`src/rtl/mem_access_ctrl.sv`:
```
// LC-3b memory-stage sequencer: drives the data-cache handshake for loads, stores,
// LDI/STI indirection and TRAP vector fetch, and stalls the pipeline until done.
module mem_access_ctrl #(
  parameter int ADDR_WIDTH  = 16,
  parameter int DATA_WIDTH  = 16,
  parameter bit INDIRECT_EN = 1'b1,
  parameter bit BYTE_EN     = 1'b1
) (
  input  logic                  clk,
  input  logic                  reset_n,
  input  logic                  valid,
  input  logic [3:0]            opcode,
  input  logic [ADDR_WIDTH-1:0] addr_in,
  input  logic [DATA_WIDTH-1:0] store_data,
  input  logic                  dmem_resp,
  input  logic [DATA_WIDTH-1:0] dmem_rdata,
  output logic                  dmem_read,
  output logic                  dmem_write,
  output logic [ADDR_WIDTH-1:0] dmem_addr,
  output logic [DATA_WIDTH-1:0] dmem_wdata,
  output logic [1:0]            dmem_byte_enable,
  output logic                  stall,
  output logic [DATA_WIDTH-1:0] load_data,
  output logic                  done,
  output logic                  illegal
);

  localparam int HALF = DATA_WIDTH / 2;

  typedef enum logic [3:0] {
    OP_BR  = 4'h0, OP_ADD = 4'h1, OP_LDB = 4'h2, OP_STB  = 4'h3,
    OP_JSR = 4'h4, OP_AND = 4'h5, OP_LDR = 4'h6, OP_STR  = 4'h7,
    OP_RTI = 4'h8, OP_NOT = 4'h9, OP_LDI = 4'hA, OP_STI  = 4'hB,
    OP_JMP = 4'hC, OP_SHF = 4'hD, OP_LEA = 4'hE, OP_TRAP = 4'hF
  } lc3b_opcode_e;

  typedef enum logic [1:0] {IDLE, ACC1, ACC2, DONE} state_e;

  state_e                  state_q, state_d;
  logic [ADDR_WIDTH-1:0]   ptr_q, ptr_d;
  logic [DATA_WIDTH-1:0]   load_data_q, load_data_d;
  lc3b_opcode_e            op;
  logic                    is_byte, is_ind, is_rd, is_wr, op_mem, op_legal;
  logic [HALF-1:0]         rbyte;

  assign op = lc3b_opcode_e'(opcode);

  // is_rd marks sequences whose final access is a read (LDI included).
  always_comb begin
    is_byte  = (op == OP_LDB) || (op == OP_STB);
    is_ind   = (op == OP_LDI) || (op == OP_STI);
    is_rd    = op inside {OP_LDR, OP_LDB, OP_LDI, OP_TRAP};
    is_wr    = op inside {OP_STR, OP_STB};
    op_mem   = is_rd || is_wr || (op == OP_STI);
    op_legal = op_mem && !(is_ind && !INDIRECT_EN) && !(is_byte && !BYTE_EN);
  end

  always_comb begin
    // NOTE: every signal written here gets a default first, so no branch infers a latch.
    state_d          = state_q;
    ptr_d            = ptr_q;
    load_data_d      = load_data_q;
    dmem_read        = 1'b0;
    dmem_write       = 1'b0;
    dmem_addr        = '0;
    dmem_wdata       = '0;
    dmem_byte_enable = 2'b00;
    done             = 1'b0;
    illegal          = 1'b0;
    stall            = valid && op_legal && (state_q != DONE);
    rbyte            = addr_in[0] ? dmem_rdata[DATA_WIDTH-1:HALF] : dmem_rdata[HALF-1:0];

    case (state_q)
      IDLE: begin
        if (valid) begin
          if (op_legal)    state_d = ACC1;
          else if (op_mem) illegal = 1'b1;
        end
      end

      ACC1: begin
        dmem_read        = is_rd || (op == OP_STI);
        dmem_write       = is_wr;
        dmem_addr        = addr_in;
        dmem_wdata       = store_data;
        dmem_byte_enable = 2'b11;
        if (is_byte) dmem_addr[0] = 1'b0;
        if (op == OP_STB) begin
          dmem_wdata       = {2{store_data[HALF-1:0]}};
          dmem_byte_enable = addr_in[0] ? 2'b10 : 2'b01;
        end
        if (dmem_resp) begin
          if (is_ind) begin
            ptr_d   = ADDR_WIDTH'(dmem_rdata);
            state_d = ACC2;
          end else begin
            state_d = DONE;
            if (op == OP_LDB)  load_data_d = {{HALF{rbyte[HALF-1]}}, rbyte};
            else if (is_rd)    load_data_d = dmem_rdata;
          end
        end
      end

      ACC2: begin
        dmem_read        = (op == OP_LDI);
        dmem_write       = (op == OP_STI);
        dmem_addr        = ptr_q;
        dmem_wdata       = store_data;
        dmem_byte_enable = 2'b11;
        if (dmem_resp) begin
          state_d = DONE;
          if (op == OP_LDI) load_data_d = dmem_rdata;
        end
      end

      DONE: begin
        done    = 1'b1;
        state_d = IDLE;
      end

      default: state_d = IDLE;
    endcase
  end

  // NOTE: sequential state uses non-blocking assignments so every flop samples pre-edge values.
  always_ff @(posedge clk or negedge reset_n) begin
    if (!reset_n) begin
      state_q     <= IDLE;
      ptr_q       <= '0;
      load_data_q <= '0;
    end else begin
      state_q     <= state_d;
      ptr_q       <= ptr_d;
      load_data_q <= load_data_d;
    end
  end

  assign load_data = load_data_q;

endmodule
```
`config.mk`:
```
export PLATFORM = sky130hd
export DESIGN_NAME = mem_access_ctrl
export DESIGN_NICKNAME = d
export VERILOG_FILES = /design/src/rtl/mem_access_ctrl.sv
export SDC_FILE = /design/constraint.sdc
export NUM_CORES = 1
export LEC_CHECK = 0
export ABC_CLOCK_PERIOD_IN_PS = 1900
export CORE_UTILIZATION = 54
export CTS_CLUSTER_DIAMETER = 60
export DETAILED_ROUTE_END_ITERATION = 8
export DONT_BUFFER_PORTS = 1
export GPL_ROUTABILITY_DRIVEN = 1
export PLACE_DENSITY = 0.72
export SLEW_MARGIN = 10
export SYNTH_ARGS = -nofsm -noshare
export SYNTH_HDL_FRONTEND = slang
export SYNTH_SLANG_ARGS = --single-unit
```
`constraint.sdc`:
```
create_clock -name clk -period 1.9 [get_ports clk]
set_input_delay 0.38 -clock clk [delete_from_list [all_inputs] [get_ports clk]]
set_output_delay 0.38 -clock clk [all_outputs]
set_load 0.01 [all_outputs]
```
### Word-level counts from Yosys, hierarchy flattened

Cells that the tools add are included.

* flip-flop bits (word level): 34
* bits in latches: 0
* RAM bits: 0
* ROM bits: 0
* output and inout port bits: 55
* logic and storage cells: 59
* memories: 0

* $add $sub $neg: 0
* multipliers: 0
* divide/modulo/power cells: 0
* magnitude comparators: 0
* eq/ne operators: 18
* shifts and indexed selects: 0
* mux-type cells: 24
* bitwise logic cells: 0
* reduce and logical (&&, ||, !) cells: 14

Operators by type and width (number)
* 16-bit two-way mux: 7
* 16-bit case mux with 2 select lines: 3
* 2-bit != test (second input constant): 7
* 4-bit == test (second input constant): 3
* 2-bit two-way mux: 6
* 4-bit by 2-bit == test with 1-bit output (second input constant): 2
* 4-bit by 3-bit == test with 1-bit output (second input constant): 2
* 8-bit two-way mux: 1
* 2-bit case mux with 4 select lines: 1
* 6-bit AND reduction: 1
* 1-bit logical OR: 5
* 2-bit == test (second input constant): 2
* 1-bit case mux with 2 select lines: 2
* 2-bit case mux with 2 select lines: 1
* 4-bit AND reduction: 1
* 2-bit nonzero test: 2
* 4-bit nonzero test: 1
* 1-bit two-way mux: 3
* 3-bit != test (second input constant): 1
* 3-bit AND reduction: 1
* 2-bit by 1-bit == test with 1-bit output (second input constant): 1
* 1-bit logical AND: 2
* 2-bit logical NOT: 1

### Longest topological paths before layout

Gate-level depths: netlist of the first run.

* depth after elaboration: 7
* mapped depth: 7
* mapped depth without buffers: 6

### Worst setup path after synthesis of the first run

No wires, ideal clock.

* path type: input -> register
* start point: in opcode[0]
* end point: reg load_data_q[3] (netlist: load_data[3])
* setup time: 0.125 ns
* arrival time: 2.013 ns
* setup slack: -0.237 ns
* stages on the path: 6
* buffers on the path: 2
* cells stage by stage: buf_6 -> or4b_1 -> or3_1 -> buf_6 -> mux2_4 -> mux2_2

* cells in the longest elaborated chain, start to end: 5
* elaborated cells on any way between the ends: 15
* those cells by class: eq/ne: 8; mux: 4; reduce/logical: 3

RTL lines
* start, declared: line 12 `input logic [3:0] opcode,`
* 4-bit by 2-bit == test with 1-bit output: line 52, 98
* 16-bit two-way mux: line 98 `if (op == OP_LDB) load_data_d = {{HALF{rbyte[HALF-1]}}, rbyte};`
* 16-bit two-way mux: line 93 `if (is_ind) begin`
* 16-bit two-way mux: line 92 `if (dmem_resp) begin`
* 16-bit case mux with 2 select lines: line 73 `case (state_q)`
* end signal, assigned: line 134 `load_data_q <= load_data_d;`
* end, declared: line 41 `logic [DATA_WIDTH-1:0] load_data_q, load_data_d;`

Parallel ways exist; a longest one is shown, timed or not. The select of a mux whose other input is x is not followed.
A chain may end at the register's enable or synchronous reset.

### Worst setup path after layout of the first run

* start point: reg state_q[0]
* end point: out dmem_read

* cells in the longest elaborated chain, start to end: 2
* elaborated cells on any way between the ends: 3
* those cells by class: eq/ne: 2; mux: 1

RTL lines
* start, declared: line 39 `state_e state_q, state_d;`
* start signal, assigned: line 132 `state_q <= state_d;`
* 2-bit == test or 2-bit by 1-bit == test with 1-bit output (tied branches): line 73
* 1-bit case mux with 2 select lines *: line 73
* end, declared: line 17 `output logic dmem_read,`

Mark *: on every way between the ends. The rest lies on a longest branch, timed or not.

==> results of run 1 <==
## stage by stage
step           cell area [um^2]  hold WS, ps
4_1_cts                    2628        247.8
2_1_floorplan              2197        84.41
3_5_place_dp               2296        85.13
6_report                   2741        252.8
5_1_grt                    2741        238.2
3_3_place_gp               2296        85.16
## cells in the final DEF, fill, tap and decap left out, types with 3 or more instances in the layout
cell,Yosys,final
sky130_fd_sc_hd__dfrtp_1,34,33
sky130_fd_sc_hd__buf_12,0,4
sky130_fd_sc_hd__a22o_1,8,8
sky130_fd_sc_hd__ha_4,0,3
sky130_fd_sc_hd__clkbuf_8,0,5
sky130_fd_sc_hd__buf_4,1,17
sky130_fd_sc_hd__buf_6,2,5
sky130_fd_sc_hd__a22oi_2,0,15
sky130_fd_sc_hd__o21ai_0,11,10
sky130_fd_sc_hd__nor2_2,0,3
sky130_fd_sc_hd__nor2b_2,0,16
sky130_fd_sc_hd__and2_1,8,8
sky130_fd_sc_hd__mux2_4,7,7
sky130_fd_sc_hd__nand2_1,13,13
sky130_fd_sc_hd__mux2_2,33,33
## power by group
| part | leakage, nW | internal, W | switching [W] | total, W |
|---|---|---|---|---|
| Clock | 0.0383 | 0.000252 | 0.000236 | 0.000488 |
| Sequential | 0.414 | 0.00109 | 0.000356 | 0.00145 |
| Combinational | 0.706 | 0.00156 | 0.00135 | 0.00291 |
## routing by layer
metal	routed length, um	share of wire [%]
met4	76	1.3
met2	3081	52
met5	0	0
met1	2248	38
met3	532	9.0
## timing repair
| action | CTS | global route |
|---|---|---|
| hold endpoints to repair | 34 | 0 |
| pin swaps | 14 | 7 |
| endpoints found under the setup margin | 51 | 42 |
| gates cloned | 0 | 1 |
| resized for setup | 43 | 18 |
| buffers inserted | 9 | 3 |
| hold buffers | 2 | 0 |
## final timing paths
check / startpoint / to / cells after the start / slack, ps
setup / recovery: state_q[0] / dmem_read / 7 / -120
hold / removal: dmem_rdata[9] / ptr_q[9] / 1 / 250
setup reg to reg: state_q[1] / load_data[3] / 5 / 40
hold reg to reg: ptr_q[0] / ptr_q[0] / 1 / 520
max in group asynchronous: reset_n / state_q[1] / 2 / 1160
min in group asynchronous: reset_n / load_data[4] / 2 / 550
## logic make-up after synthesis
| family | share of synthesized area (%) |
|---|---|
| AO/OA/AOI/OAI | 15.58 |
| multiplexers | 22.37 |
| AND/OR/NAND/NOR | 14.95 |
| flip-flops | 39.10 |
| buffers and inverters | 4.945 |
| other | 0.1723 |
| adder cells (fa/ha/maj) | 2.875 |
## area by class of cell
class / instances / area (um^2)
multi-input combinational: 151 / 1406
fill: 254 / 1030
sequential: 34 / 852.1
timing repair buffer: 30 / 329.1
clock buffer: 7 / 76.32
tap: 48 / 60.06
inverter: 4 / 17.52
## sequential cells by signal, summed over array words and instances (netlist names)
register / cells
load_data: 16
ptr_q: 16
state_q: 2
==> Flow_metrics.wiki, run 1 <==
{| class="wikitable"
! Metric !! Value
|-
| Result of the run || finished, violations left
|-
| Violations in the final reports || setup timing
|-
| Total negative setup slack || -2228 ps
|-
| Fraction of final layout cells with drive strength greater than 1 || 52.65%
|-
| Number of synthesis warnings || 0
|-
| Die X-Extent || 65.48 um
|-
| Post-route non-filler standard cell count || 274
|-
| Drt via density || 6.460
|-
| Via total after detailed routing || 1,770
|-
| Number of buffer and inverter instances along the worst setup path || 2
|-
| H-tree levels || 2
|-
| Worst Clk Skew || 4.277 ps
|-
| Worst slew margin relative to its limit || 65.38%
|-
| Global routing met2 resource utilization || 47.42%
|-
| Dominant register cell in the synthesized netlist || sky130_fd_sc_hd__dfrtp_1
|-
| Floorplan row count || 22
|-
| Most frequently used cell type in the post-synthesis netlist || sky130_fd_sc_hd__dfrtp_1
|-
| Clock latency of the later-clocked register in the worst-skew pair || 270 ps
|-
| Area share of the leading cell type in the synthesized netlist || 39.10%
|-
| Diode count || 0
|-
| Final WL || 5939 um
|-
| Commonest cells in the synthesized netlist || sky130_fd_sc_hd__dfrtp_1 (34), sky130_fd_sc_hd__mux2_2 (33), sky130_fd_sc_hd__nor2b_1 (18)
|-
| Initial standard-cell utilization of the core || 57.70%
|-
| I/O Buffers || 0
|-
| Proportion of synthesized chip area in sequential cells || 39.10%
|-
| Setup Slack @ Placement || -225.1 ps
|-
| GRT met1 Usage || 32.59%
|-
| Critical path endpoint category || output pin
|-
| Unrepaired setup endpoints after global routing || true
|-
| Cell Area, Synth || 2176 um^2
|-
| Maximum fanout encountered on the critical timing path || 5
|-
| Buffer levels on the longest clock path || 2
|-
| Number of failing hold endpoints at the final stage || 0
|-
| Die Height || 65.48 um
|-
| TritonCTS clock tree || done
|-
| Minimum clock period || 2023 ps
|-
| Number of nets in the synthesized netlist || 269
|-
| Layer with the highest usage || met2
|-
| Kind of start point of the critical path || flip-flop
|-
| Number of detailed-routing iterations run before antenna repair || 4
|-
| Maximum clock frequency || 494.4 MHz
|-
| Global-route wire length before repair || 8742 um
|-
| Number of nets at the end of the flow || 287
|-
| Worst path top cell family by delay || flip-flops
|-
| Per-instance average area after synthesis || 10.46 um^2
|-
| Final WS setup || -122.7 ps
|-
| Congestion Overflow GR || 0
|-
| Antenna violations before repair || 0
|-
| Type of the most critical hold path || in2reg
|-
| Cells taking the most area after synthesis || sky130_fd_sc_hd__dfrtp_1 (39%), sky130_fd_sc_hd__mux2_2 (17%), sky130_fd_sc_hd__a22oi_1 (5.2%)
|-
| HPWL Detailed || 4130 um
|-
| Max_cap viols || 0
|-
| Routability Congestion || 0.7993
|-
| Share of the clock period used by the worst path after layout || 106.5%
|-
| Ordered list of cells on the worst path || inv_2 -> ha_4 -> buf_6 -> nand3b_1 -> a21boi_1 -> o21ai_1 -> and3_4
|-
| Worst IR drop on VDD || 985.7 uV
|-
| Cells after DPL || 252
|-
| Floorplan die area || 4287 um^2
|-
| Post-layout util || 72.69%
|-
| Root Buffer Master || sky130_fd_sc_hd__clkbuf_8
|-
| Synth-to-Final Area Change || 25.99%
|-
| Antenna viol nets, final || 0
|-
| Met3 demand-to-capacity share in global routing || 8.681%
|-
| Overall Power || 0.004846 W
|-
| # clock sinks || 34
|-
| Count of mapped cells out of synthesis || 208
|-
| Pin count of the biggest net entering global routing || 35
|-
| Clock slew at reported path FFs || 60 ps
|-
| Number of flops mapped to enable cells by yosys || 0
|-
| Clock buffer count from CTS || 5
|-
| Count of cell types in the netlist || 37
|-
| Final routed DRC violation total || 0
|-
| Most area-hungry cell type in the Yosys netlist || sky130_fd_sc_hd__dfrtp_1
|-
| Number of top-level pins || 111
|-
| Critical Path Slowest Stage Cell || sky130_fd_sc_hd__dfrtp_1
|-
| Power per Cell Area || 1768 nW/um^2
|-
| Worst EP arrival || 1640 ps
|-
| Synthesis-stage register bit count || 34
|-
| Critical Setup Path Class || reg2out
|-
| Least-Margin Pin Slew || 511.2 ps
|-
| Req. time, crit path || 1520 ps
|-
| Area of the core || 3771 um^2
|-
| Count of routing violations after the opening detailed-route iteration || 134
|-
| Final setup violation count || 35
|-
| Number of global-route vias before repair || 1,767
|-
| Avg WL per Cell || 21.68 um
|-
| Slew Limit Fails || 0
|-
| Static Leakage || 1.159 nW
|-
| Critical path's largest stage delay || 390 ps
|-
| GRT Resource Usage Total || 27.19%
|-
| Post-synth ARST share || 100.0%
|}
Note: power is estimated with default switching activity, not from simulation.
==> run 2, diff against run 1 <==
--- a/config.mk
+++ b/config.mk
@@ -11,7 +11,7 @@
 export DETAILED_ROUTE_END_ITERATION = 8
 export DONT_BUFFER_PORTS = 1
 export GPL_ROUTABILITY_DRIVEN = 1
-export PLACE_DENSITY = 0.72
+export PLACE_DENSITY = 0.8
 export SLEW_MARGIN = 10
 export SYNTH_ARGS = -nofsm -noshare
 export SYNTH_HDL_FRONTEND = slang
==> Flow_metrics.wiki, run 2 (synthesized netlist as in run 1, its figures left out) <==
{| class="wikitable"
! Metric !! Value
|-
| Total met2 wirelength after detailed routing || 3278 um (+6.4%)
|-
| Floorplan die area || 4287 um^2 (unchanged)
|-
| Sequential cell fraction of total power || 28.5% (-1.4 points)
|-
| Cells after DPL || 256 (+1.6%)
|-
| Critical Setup Path Class || reg2out
|-
| Via total after detailed routing || 1,821 (+2.9%)
|-
| Overall Power || 0.005135 W (+6.0%)
|-
| Share of the clock period used by the worst path after layout || 110.7% (+4.2 points)
|-
| Number of failing hold endpoints at the final stage || 0 (unchanged)
|-
| Final setup violation count || 41 (+17%)
|-
| Area taken by flip-flops and latches || 852.1 um^2 (unchanged)
|-
| Diode count || 0 (unchanged)
|-
| Floorplan row count || 22 (unchanged)
|-
| Clock latency of the later-clocked register in the worst-skew pair || 290 ps (+20 ps)
|-
| Static Leakage || 1.207 nW (+4.2%)
|-
| P_int || 0.003047 W (+5.0%)
|-
| GRT Resource Usage Total || 28.69% (+1.5 points)
|-
| Power per Cell Area || 1815 nW/um^2 (+2.7%)
|-
| Pin count of the biggest net entering global routing || 35 (unchanged)
|-
| Drt via density || 6.550 (+1.4%)
|-
| Area of the core || 3771 um^2 (unchanged)
|-
| Final WL || 6378 um (+7.4%)
|-
| Combinational group share of total power || 60.5% (+0.5 points)
|-
| Global-route wire length before repair || 9177 um (+5.0%)
|-
| Req. time, crit path || 1520 ps (about the same)
|-
| Switching part of the total power || 40.66% (+0.53 points)
|-
| Power dissipated by switching net loads || 0.002088 W (+7.4%)
|-
| Number of nets at the end of the flow || 290 (+1.0%)
|-
| Initial standard-cell utilization of the core || 57.70% (unchanged)
|-
| Clock slew at reported path FFs || 80 ps (+20 ps)
|-
| Antenna violations before repair || 0 (unchanged)
|-
| Worst slew margin relative to its limit || 60.31% (-5.1 points)
|-
| Minimum clock period || 2103 ps (+80.63 ps)
|-
| Violations in the final reports || setup timing
|-
| Post-route cell area || 2829 um^2 (+3.2%)
|-
| # clock sinks || 34 (unchanged)
|-
| Root Buffer Master || sky130_fd_sc_hd__clkbuf_8
|-
| Congestion Overflow GR || 0 (unchanged)
|-
| Number of detailed-routing iterations run before antenna repair || 4 (unchanged)
|-
| Clock network fraction of total power || 11.0% (+0.9 points)
|-
| Total negative setup slack || -5783 ps (-3554 ps)
|-
| Maximum clock frequency || 475.4 MHz (-3.8%)
|-
| Synth-to-Final Area Change || 30.02%
|-
| Final routed DRC violation total || 0 (unchanged)
|-
| Fraction of final layout cells with drive strength greater than 1 || 56.96% (+4.3 points)
|-
| Clock buffer count from CTS || 5 (unchanged)
|-
| Avg WL per Cell || 22.94 um (+5.8%)
|-
| Result of the run || finished, violations left
|-
| I/O Buffers || 0 (unchanged)
|-
| Area occupied by multi-input gates || 1443 um^2 (+2.6%)
|-
| Antenna viol nets, final || 0 (unchanged)
|-
| Count of routing violations after the opening detailed-route iteration || 113 (-16%)
|-
| Type of the most critical hold path || in2reg
|-
| Slew Limit Fails || 0 (unchanged)
|-
| Number of top-level pins || 111 (unchanged)
|-
| Post-route non-filler standard cell count || 278 (+1.5%)
|-
| Die X-Extent || 65.48 um (unchanged)
|-
| Buffer levels on the longest clock path || 2 (unchanged)
|-
| Max_cap viols || 0 (unchanged)
|-
| Critical path endpoint category || output pin
|-
| Cell area after placement || 2313 um^2 (+0.76%)
|-
| Worst EP arrival || 1720 ps (+80 ps)
|-
| TritonCTS clock tree || done
|-
| Commonest cells after routing, fill and taps aside || sky130_fd_sc_hd__mux2_2 (33), sky130_fd_sc_hd__dfrtp_1 (33), sky130_fd_sc_hd__buf_4 (17)
|-
| Worst Clk Skew || 5.282 ps (+1.005 ps)
|-
| Worst IR drop on VDD || 919.2 uV (-6.7%)
|-
| Least-Margin Pin Slew || 587.3 ps (+76.16 ps)
|-
| Setup Slack @ Placement || -209.6 ps (+15.48 ps)
|-
| Fill cell total of the finished layout || 232 (-8.7%)
|-
| Number of global-route vias before repair || 1,803 (+2.0%)
|-
| Top Metal Used || met4
|-
| Final WS setup || -203.3 ps (-80.63 ps)
|-
| Kind of start point of the critical path || flip-flop
|-
| Unrepaired setup endpoints after global routing || true
|-
| Die Height || 65.48 um (unchanged)
|-
| HPWL Detailed || 4120 um (-0.24%)
|-
| Maximum fanout encountered on the critical timing path || 5 (unchanged)
|-
| Met1 wire length || 2488 um (+11%)
|-
| Met3 WL post-DR || 446 um (-16%)
|-
| Routability Congestion || 0.8722 (+9.1%)
|-
| H-tree levels || 2 (unchanged)
|}
run 2: power groups by stage:
| stage | Combinational (W) | Clock (W) | Sequential [W] |
|---|---|---|---|
| after detailed placement | 0.00218 | 0 | 0.00142 |
| final | 0.00311 | 0.000564 | 0.00146 |
| after floorplan | 0.00164 | 0 | 0.00134 |
| after global placement | 0.00206 | 0 | 0.00140 |
| after global routing | 0.00326 | 0.000606 | 0.00150 |
| after CTS | 0.00259 | 0.000567 | 0.00143 |
run 2: layout make-up:
class / instances / area share [%]
repair buffers: 33 / 12.78
multi-input cells: 151 / 51.00
inverters: 4 / 0.6192
well taps: 48 / 2.123
clock inverters: 2 / 0.4423
clock buffers: 6 / 2.919
flip-flops and latches: 34 / 30.12
run 2: per-layer routing:
metal | up-vias | track usage, %
li1 | 791 | -
met3 | 17 | 7.118
met4 | 0 | 13.59
met2 | 95 | 48.20
met1 | 918 | 34.19
met5 | - | 0
run 2: path summary, 6_finish.rpt:
path                       slack [ps]       endpoint  depth (start not counted)     startpoint
setup / recovery                 -200     dmem_write                          8     state_q[0]
hold / removal                    230       ptr_q[8]                          1  dmem_rdata[8]
setup reg to reg                 -180   load_data[5]                          7     state_q[1]
hold reg to reg                   520       ptr_q[5]                          1       ptr_q[5]
max in group asynchronous        1170     state_q[1]                          2        reset_n
min in group asynchronous         550  load_data[11]                          2        reset_n
run 2: through the flow:
stage	utilization (%)	hold slack (ps)
detailed placement	61.35	85.43
CTS	69.81	231.5
finish	75.02	233.6
global route	75.02	232.0
floorplan	-	84.41
global placement	61.35	85.74
run 2: repair_timing:
item,4_1_cts,5_1_grt
hold buffers,2,0
endpoints found under the setup margin,68,52
pin swaps,14,1
cloned,0,1
hold endpoints to repair,34,0
resized for setup,42,42
setup buffers,7,4
run 2: worst max-delay path, stage by stage (launching register included):
cell                       delay, ps
sky130_fd_sc_hd__dfrtp_1         400
sky130_fd_sc_hd__inv_2           100
sky130_fd_sc_hd__ha_4            150
sky130_fd_sc_hd__buf_6           120
sky130_fd_sc_hd__nand3b_1        130
sky130_fd_sc_hd__buf_4           170
sky130_fd_sc_hd__buf_6           110
sky130_fd_sc_hd__a21oi_4         140
sky130_fd_sc_hd__buf_6           120
